[config.mk]
export PLATFORM = sky130hd
export DESIGN_NAME = sys_tick_timer
export DESIGN_NICKNAME = d
export VERILOG_FILES = /design/src/rtl/sys_tick_timer.sv
export SDC_FILE = /design/constraint.sdc
export NUM_CORES = 1
export LEC_CHECK = 0
export BUFFER_PORTS_ARGS = -buffer_cell sky130_fd_sc_hd__buf_4
export CAP_MARGIN = 20
export CORE_MARGIN = 2
export CORE_UTILIZATION = 45
export CTS_CLUSTER_SIZE = 25
export DETAILED_ROUTE_END_ITERATION = 12
export GPL_TIMING_DRIVEN = 1
export SYNTH_ARGS = -nofsm -noshare
export SYNTH_HDL_FRONTEND = slang
export SYNTH_SLANG_ARGS = --single-unit
[constraint.sdc]
create_clock -name clk_i -period 4.19 [get_ports clk_i]
set_input_delay 0.838 -clock clk_i [delete_from_list [all_inputs] [get_ports clk_i]]
set_output_delay 0.838 -clock clk_i [all_outputs]
set_load 0.05 [all_outputs]
[src/rtl/sys_tick_timer.sv]
// Prescaled tick counter with NCH compare channels, sticky pending bits and a maskable level irq.
// Latency: pending set on the tick edge where counter+1 == cmp, irq follows from registers; reads are combinational.
// Backpressure: none, register writes always accepted. Optional auto-rearm via SYS_TICK_TIMER_PERIODIC_EN.
module sys_tick_timer #(
   parameter int CLK_FREQ_HZ = 40000000,
   parameter int TICK_HZ     = 1000,
   parameter int NCH         = 4,
   parameter int CNT_W       = 32
) (
   input  logic        clk_i,
   input  logic        rst_ni,
   input  logic        sel_i,
   input  logic        wr_i,
   input  logic        rd_i,
   input  logic [3:0]  adr_i,
   input  logic [31:0] wdata_i,
   output logic [31:0] rdata_o,
   output logic        tick_o,
   output logic        irq_o
);

   localparam int DIV   = CLK_FREQ_HZ / TICK_HZ;
   localparam int PRE_W = $clog2(DIV);
   localparam logic [PRE_W-1:0] PRE_LAST = PRE_W'(DIV - 1);

   logic [PRE_W-1:0] pre_q, pre_d;
   logic [CNT_W-1:0] cnt_q, cnt_d, cnt_inc;
   logic [NCH-1:0]   en_q, en_d, mask_q, mask_d, pend_q, pend_d, match;
   logic [CNT_W-1:0] cmp_q [NCH];
   logic [CNT_W-1:0] cmp_d [NCH];
`ifdef SYS_TICK_TIMER_PERIODIC_EN
   logic [CNT_W-1:0] per_q [NCH];
   logic [CNT_W-1:0] per_d [NCH];
`endif

   logic wr_en, cnt_wr, ctrl_wr, w1c_wr;
   logic unused_rd;

   // Reads never have side effects, so the read strobe is not needed.
   assign unused_rd = rd_i;

   assign wr_en   = sel_i & wr_i;
   assign cnt_wr  = wr_en && (adr_i == 4'd0);
   assign ctrl_wr = wr_en && (adr_i == 4'd1);
   assign w1c_wr  = wr_en && (adr_i == 4'd2);

   // Tick is decoded from the prescaler register so it drops as soon as reset hits.
   assign tick_o  = (pre_q == PRE_LAST);
   assign cnt_inc = cnt_q + CNT_W'(1);
   assign irq_o   = |(pend_q & mask_q);

   // A channel hits when the increment about to happen lands on its compare value; a counter write suppresses it.
   always_comb begin
      match = '0;
      for (int i = 0; i < NCH; i++) begin
         match[i] = tick_o && !cnt_wr && en_q[i] && (cnt_inc == cmp_q[i]);
      end
   end

   // Next-state for prescaler, counter, control, pending and compare registers.
   always_comb begin
      pre_d  = tick_o ? '0 : pre_q + PRE_W'(1);
      cnt_d  = tick_o ? cnt_inc : cnt_q;
      if (cnt_wr) begin
         pre_d = '0;
         cnt_d = wdata_i[CNT_W-1:0];
      end
      en_d   = en_q;
      mask_d = mask_q;
      if (ctrl_wr) begin
         en_d   = wdata_i[NCH-1:0];
         mask_d = wdata_i[8 +: NCH];
      end
      // Clear first, then set, so a same-cycle match survives the W1C.
      pend_d = pend_q;
      if (w1c_wr) begin
         pend_d = pend_d & ~wdata_i[NCH-1:0];
      end
      pend_d = pend_d | match;
      for (int i = 0; i < NCH; i++) begin
         cmp_d[i] = cmp_q[i];
`ifdef SYS_TICK_TIMER_PERIODIC_EN
         per_d[i] = per_q[i];
         if (wr_en && (adr_i == 4'(8 + i))) begin
            per_d[i] = wdata_i[CNT_W-1:0];
         end
         if (match[i] && (per_q[i] != '0)) begin
            cmp_d[i] = cmp_q[i] + per_q[i];
         end
`endif
         if (wr_en && (adr_i == 4'(4 + i))) begin
            cmp_d[i] = wdata_i[CNT_W-1:0];
         end
      end
   end

   // State registers with asynchronous active-low reset.
   always_ff @(posedge clk_i or negedge rst_ni) begin
      if (!rst_ni) begin
         pre_q  <= '0;
         cnt_q  <= '0;
         en_q   <= '0;
         mask_q <= '0;
         pend_q <= '0;
         for (int i = 0; i < NCH; i++) begin
            cmp_q[i] <= '0;
`ifdef SYS_TICK_TIMER_PERIODIC_EN
            per_q[i] <= '0;
`endif
         end
      end else begin
         pre_q  <= pre_d;
         cnt_q  <= cnt_d;
         en_q   <= en_d;
         mask_q <= mask_d;
         pend_q <= pend_d;
         for (int i = 0; i < NCH; i++) begin
            cmp_q[i] <= cmp_d[i];
`ifdef SYS_TICK_TIMER_PERIODIC_EN
            per_q[i] <= per_d[i];
`endif
         end
      end
   end

   // Read mux, zero when not selected; unmapped addresses read zero.
   always_comb begin
      rdata_o = '0;
      if (sel_i) begin
         if (adr_i == 4'd0) begin
            rdata_o = 32'(cnt_q);
         end
         if (adr_i == 4'd1) begin
            rdata_o[0 +: NCH] = en_q;
            rdata_o[8 +: NCH] = mask_q;
         end
         if (adr_i == 4'd2) begin
            rdata_o[NCH-1:0] = pend_q;
         end
         if (adr_i == 4'd3) begin
            rdata_o[NCH-1:0] = pend_q & mask_q;
         end
         for (int i = 0; i < NCH; i++) begin
            if (adr_i == 4'(4 + i)) begin
               rdata_o = 32'(cmp_q[i]);
            end
`ifdef SYS_TICK_TIMER_PERIODIC_EN
            if (adr_i == 4'(8 + i)) begin
               rdata_o = 32'(per_q[i]);
            end
`endif
         end
      end
   end

endmodule

### Yosys cells after proc, flatten, opt, wreduce, memory -nomap -nowiden

Cells that the tools add are included.

* add/sub/neg operators: 2
* equal/unequal tests: 12
* muxes and demuxes: 15
* bitwise operators: 5
* reductions and logical operators: 20

Operator list (count)
* 2-to-1 mux 32 bit: 8
* equality test 32 bit: 4
* adder 32 x 1 -> 32 bit, second input constant: 1
* 2-to-1 mux 16 bit: 2
* 2-to-1 mux 4 bit: 5
* adder 16 x 1 -> 16 bit, second input constant: 1
* equality test 16 bit, second input constant: 1
* equality test 4 x 3 -> 1 bit, second input constant: 4
* logical AND 1 bit: 16
* AND 4 bit: 2
* equality test 4 x 2 -> 1 bit, second input constant: 2
* equality test 4 x 1 -> 1 bit, second input constant: 1
* logical NOT 4 bit: 1
* inverter 4 bit: 1
* OR 4 bit: 1
* OR reduction 4 bit: 1
* nonzero test 2 bit: 1
* AND 1 bit: 1
* logical NOT 1 bit: 1

* flip-flop bits (word level): 188
* input bits: 41
* output and inout bits: 34
* word-level logic and storage cells: 63

### Logic depth before layout (Yosys ltp)

* depth in word-level cells: 10
* gate-level depth with buffers: 11
* gate-level depth less buffers: 9

### Worst setup path before layout

OpenSTA, ideal clock, no wires.

* path kind: input to output
* start: input adr_i[0]
* end: output rdata_o[10]
* arrival: 2.883 ns
* data required time: 3.352 ns
* setup slack: 0.469 ns
* stages: 7
* buffers on the path: 3
* path through: clkbuf_1 -> buf_1 -> buf_1 -> mux2i_1 -> o22ai_1 -> a221oi_1 -> nor2b_1

* longest elaborated chain between the ends: 8
* elaborated cells on any way between the ends: 13
* classes of those cells: 5 x eq/ne; 7 x mux; 1 x reduce/logical

RTL lines
* start: declaration: line 15 `input logic [3:0] adr_i,`
* logical NOT 4 bit: line 130 `if (adr_i == 4'd0) begin`
* 2-to-1 mux 32 bit: line 130
* 2-to-1 mux 4 bit: line 133 `if (adr_i == 4'd1) begin`
* 2-to-1 mux 32 bit (3 in a row): line 144 `if (adr_i == 4'(4 + i)) begin`
* 2-to-1 mux 32 bit *: line 144
* 2-to-1 mux 32 bit *: line 129 `if (sel_i) begin`
* end: declaration: line 17 `output logic [31:0] rdata_o,`

Every way passes the cells marked *; elsewhere a longest branch is shown, timed or not.

### Worst setup path in the final report

* start: register cnt_q[2]
* end: register pend_q[2]

* longest elaborated chain between the ends: 4

RTL lines
* start: declaration: line 27 `logic [CNT_W-1:0] cnt_q, cnt_d, cnt_inc;`
* start signal: assignment: line 113 `cnt_q <= cnt_d;`
* adder 32 x 1 -> 32 bit: line 49 `assign cnt_inc = cnt_q + CNT_W'(1);`
* equality test 32 bit: line 56 `match[i] = tick_o && !cnt_wr && en_q[i] && (cnt_inc == cmp_q[i]);`
* logical AND 1 bit: line 56
* OR 4 bit: line 79 `pend_d = pend_d | match;`
* named net pend_d[2]: line 28 `logic [NCH-1:0] en_q, en_d, mask_q, mask_d, pend_q, pend_d, match;`
* end signal: assignment: line 116 `pend_q <= pend_d;`
* end: declaration: line 28

The timed path passes the listed nets, and every way through them passes these cells.
A chain may end at the register's enable or synchronous reset.

==> metrics.cfg <==
[run_status]
run_status=finished clean

[grt]
use_met3_pct=7.70
grt_pass1_vias=10700
grt_remaining_overflow=0
antenna_found_initial=2
grt_usage_pct=32.6
grt_pass1_wl_um=68900
grt_max_degree=95
use_met1_pct=44.4
use_met2_pct=49.8
grt_busiest_layer=met2

[drt]
wirelength_um=45900
drc=0
drtIter0Drc=1110
wl_per_cell_um=26.7
vias=10800
vias_per_cell=6.29
firstDrtPassIters=6
ant_nets=0

[clocking]
postCtsSetupBuffers=0
post_cts_resized=0
root_buffer=clkbuf_16
clock_path_buffers=2
clkTransAtPathRegs_ns=0.07
cts_buffers=17
cts_tree=done
hold_buffers=0
cts_max_level=4
worstSkewPairLatency_ns=0.46
clkSinkCount=188

[timing]
rsz0062_at_grt=false
fmax_mhz=269
slew_headroom_pct=36.8
tightest_slew_ns=0.945
finClkSkew_ns=0.0130
report.final.slew_viol_count=0
min_period_ns=3.72
period_share_pct=88.9
finalSetupViolCount=0
tns_ns=0
hold_violations=0

[logic_synthesis]
synth-main-ff-cell=dfrtp_1
synth_seq_cells=188
yosys.cell_count.top_type=dfrtp_1
synth_area_leaders=dfrtp_1 (38%), mux2_2 (12%), xnor2_1 (6.9%)
ys_warn_count=0
syn_nets=1335
synth_enable_flop_cells=0
ys_seq_area_share_pct=37.9
yosysTopAreaCellShare_pct=37.9
synth.distinct_cells=71
synth_common_cells=dfrtp_1 (188), mux2_2 (135), nand2_1 (103)
netlist_area_um2=12400
avgSynthCellArea_um2=9.60
async_reset_ff_share_pct=100
yosys.area.top_type=dfrtp_1
syn-instance-count=1292

[worst_hold_path]
hp-class=input pin to asynchronous set/reset pin

[pwr]
p_per_area_nw_per_um2=486
p_leak_uw=0.00583
vdd_drop_max_uv=337

[critical_path]
path_class=flop to flop
cp_slowest_cell=dfrtp_1
reg2reg_from=cnt_q[2]$_DFFE_PN0P_
max_stage_delay_ns=0.69
r2r_slack_ns=0.47
reg2reg_depth=9
worstPathRequired_ns=4.54
path_cells=nand2_4 -> nor4_4 -> buf_4 -> and4_1 -> xor2_1 -> a221oi_1 -> nand4_1 -> or4_1 -> o41ai_2
crit_start=cnt_q[2]$_DFFE_PN0P_
start_kind=flop
worstSetupEndpointType=flop
r2r_end=pend_q[2]$_DFF_PN0_
worstSetupEndpoint=pend_q[2]$_DFF_PN0_
cp_max_fo=14
cp.arrival_ns=4.07

[floorplanning]
fp.dieH_um=170
dieWidth_um=170
rows=60
io_pins=75
die-area_um2=28900
initial_utilization_pct=45.9
core_area_um2=27000

[final_layout]
fin_util_pct=52.6
finish.net_count=1403
syn2layout_area_growth_pct=14.6
fillers=2564
drive_gt1_share_pct=24.4

[place]
routabilityCongestion=1.04
io_buffer_count=73
dp_hpwl_um=34100

[flow_run]
maxCapViolations=0

## power by group
part | internal, uW | switching (uW) | leakage (uW) | total (uW)
Sequential | 2160 | 526 | 0.00232 | 2690
Clock | 948 | 763 | 0.000284 | 1710
Combinational | 1050 | 1450 | 0.00323 | 2500
Total | 4160 | 2740 | 0.00583 | 6900
## stage by stage
| step | power [uW] | cells | hold slack [ns] | instance area, um2 | worst slack [ns] |
|---|---|---|---|---|---|
| global placement | 5120 | 1682 | 0.466 | 13600 | 0.672 |
| global route | 7220 | 1714 | 0.513 | 14200 | 0.323 |
| floorplan | 4190 | 1292 | 0.455 | 12400 | 0.469 |
| detailed placement | 5140 | 1682 | 0.483 | 13600 | 0.645 |
| finish | 6900 | 1716 | 0.461 | 14200 | 0.466 |
| CTS | 6860 | 1714 | 0.492 | 14200 | 0.609 |
## metal layers
layer / part of all wire (%) / vias up
li1: - / 4837
met1: 43 / 5390
met2: 45 / 467
met3: 8.1 / 102
met4: 3.8 / 0
met5: 0 / -
## critical path: cells and delay by family (launching register included)
family	cells	cell delay, ns
xor+xnor	1	0.19
simple gates	5	1.79
buf+inv	1	0.27
compound gates	2	0.66
flops	1	0.69
## sequential cells by signal, indices dropped and copies added (netlist names)
register and count:
pre_q 16, pend_q 4, en_q 4, cnt_q 32, cmp_q 128, mask_q 4
## logic make-up after synthesis
family	after synthesis	share of synthesized area, %
xor+xnor	181	13.0
compound gates	245	13.6
buf+inv	114	3.76
simple gates	393	16.6
flops	188	37.9
mux	169	15.0
fa+ha+maj	2	0.202
## worst min-delay path by stage
stage | endpoint | cells after the start
after floorplan | pre_q[0]$_DFF_PN0_ | 1
after global placement | pre_q[0]$_DFF_PN0_ | 1
after detailed placement | pre_q[0]$_DFF_PN0_ | 1
after CTS | pre_q[0]$_DFF_PN0_ | 1
after global routing | cmp_q[9]$_DFFE_PN0P_ | 1
final | cmp_q[9]$_DFFE_PN0P_ | 1
## cell type report
class | count | area (um2) | share of cell area [%]
clock buffers | 20 | 437 | 3.07
multi-input cells | 990 | 7280 | 51.2
inverters | 18 | 67.6 | 0.475
repair buffers | 145 | 1130 | 7.97
flip-flops and latches | 188 | 4700 | 33.1
diodes | 2 | 5.00 | 0.0352
well taps | 341 | 427 | 3.00
clock inverters | 12 | 163 | 1.14
## placed cells by master (no fill, tap or decap), drive strengths merged, types with 4 or more instances in the layout
cell / n
inv: 21
o32ai: 4
nor4: 11
nor3: 24
and4: 11
xor2: 81
or4: 5
nand2b: 6
o2111ai: 9
a2111oi: 5
and3: 14
o21ai: 53
a31oi: 13
a22oi: 8
and2: 4
mux2: 135
nor3b: 6
o211ai: 12
o22ai: 16
buf: 144
a221oi: 9
a2bb2oi: 4
nand2: 104
dfrtp: 188
nand3b: 5
nand4: 29
nor2: 84
clkbuf: 21
a21oi: 52
a21o: 5
a222oi: 20
a211oi: 4
mux2i: 34
xnor2: 99
o31ai: 6
nand3: 44
nor2b: 36
or3: 5
Power figures use the tool's default switching activity.
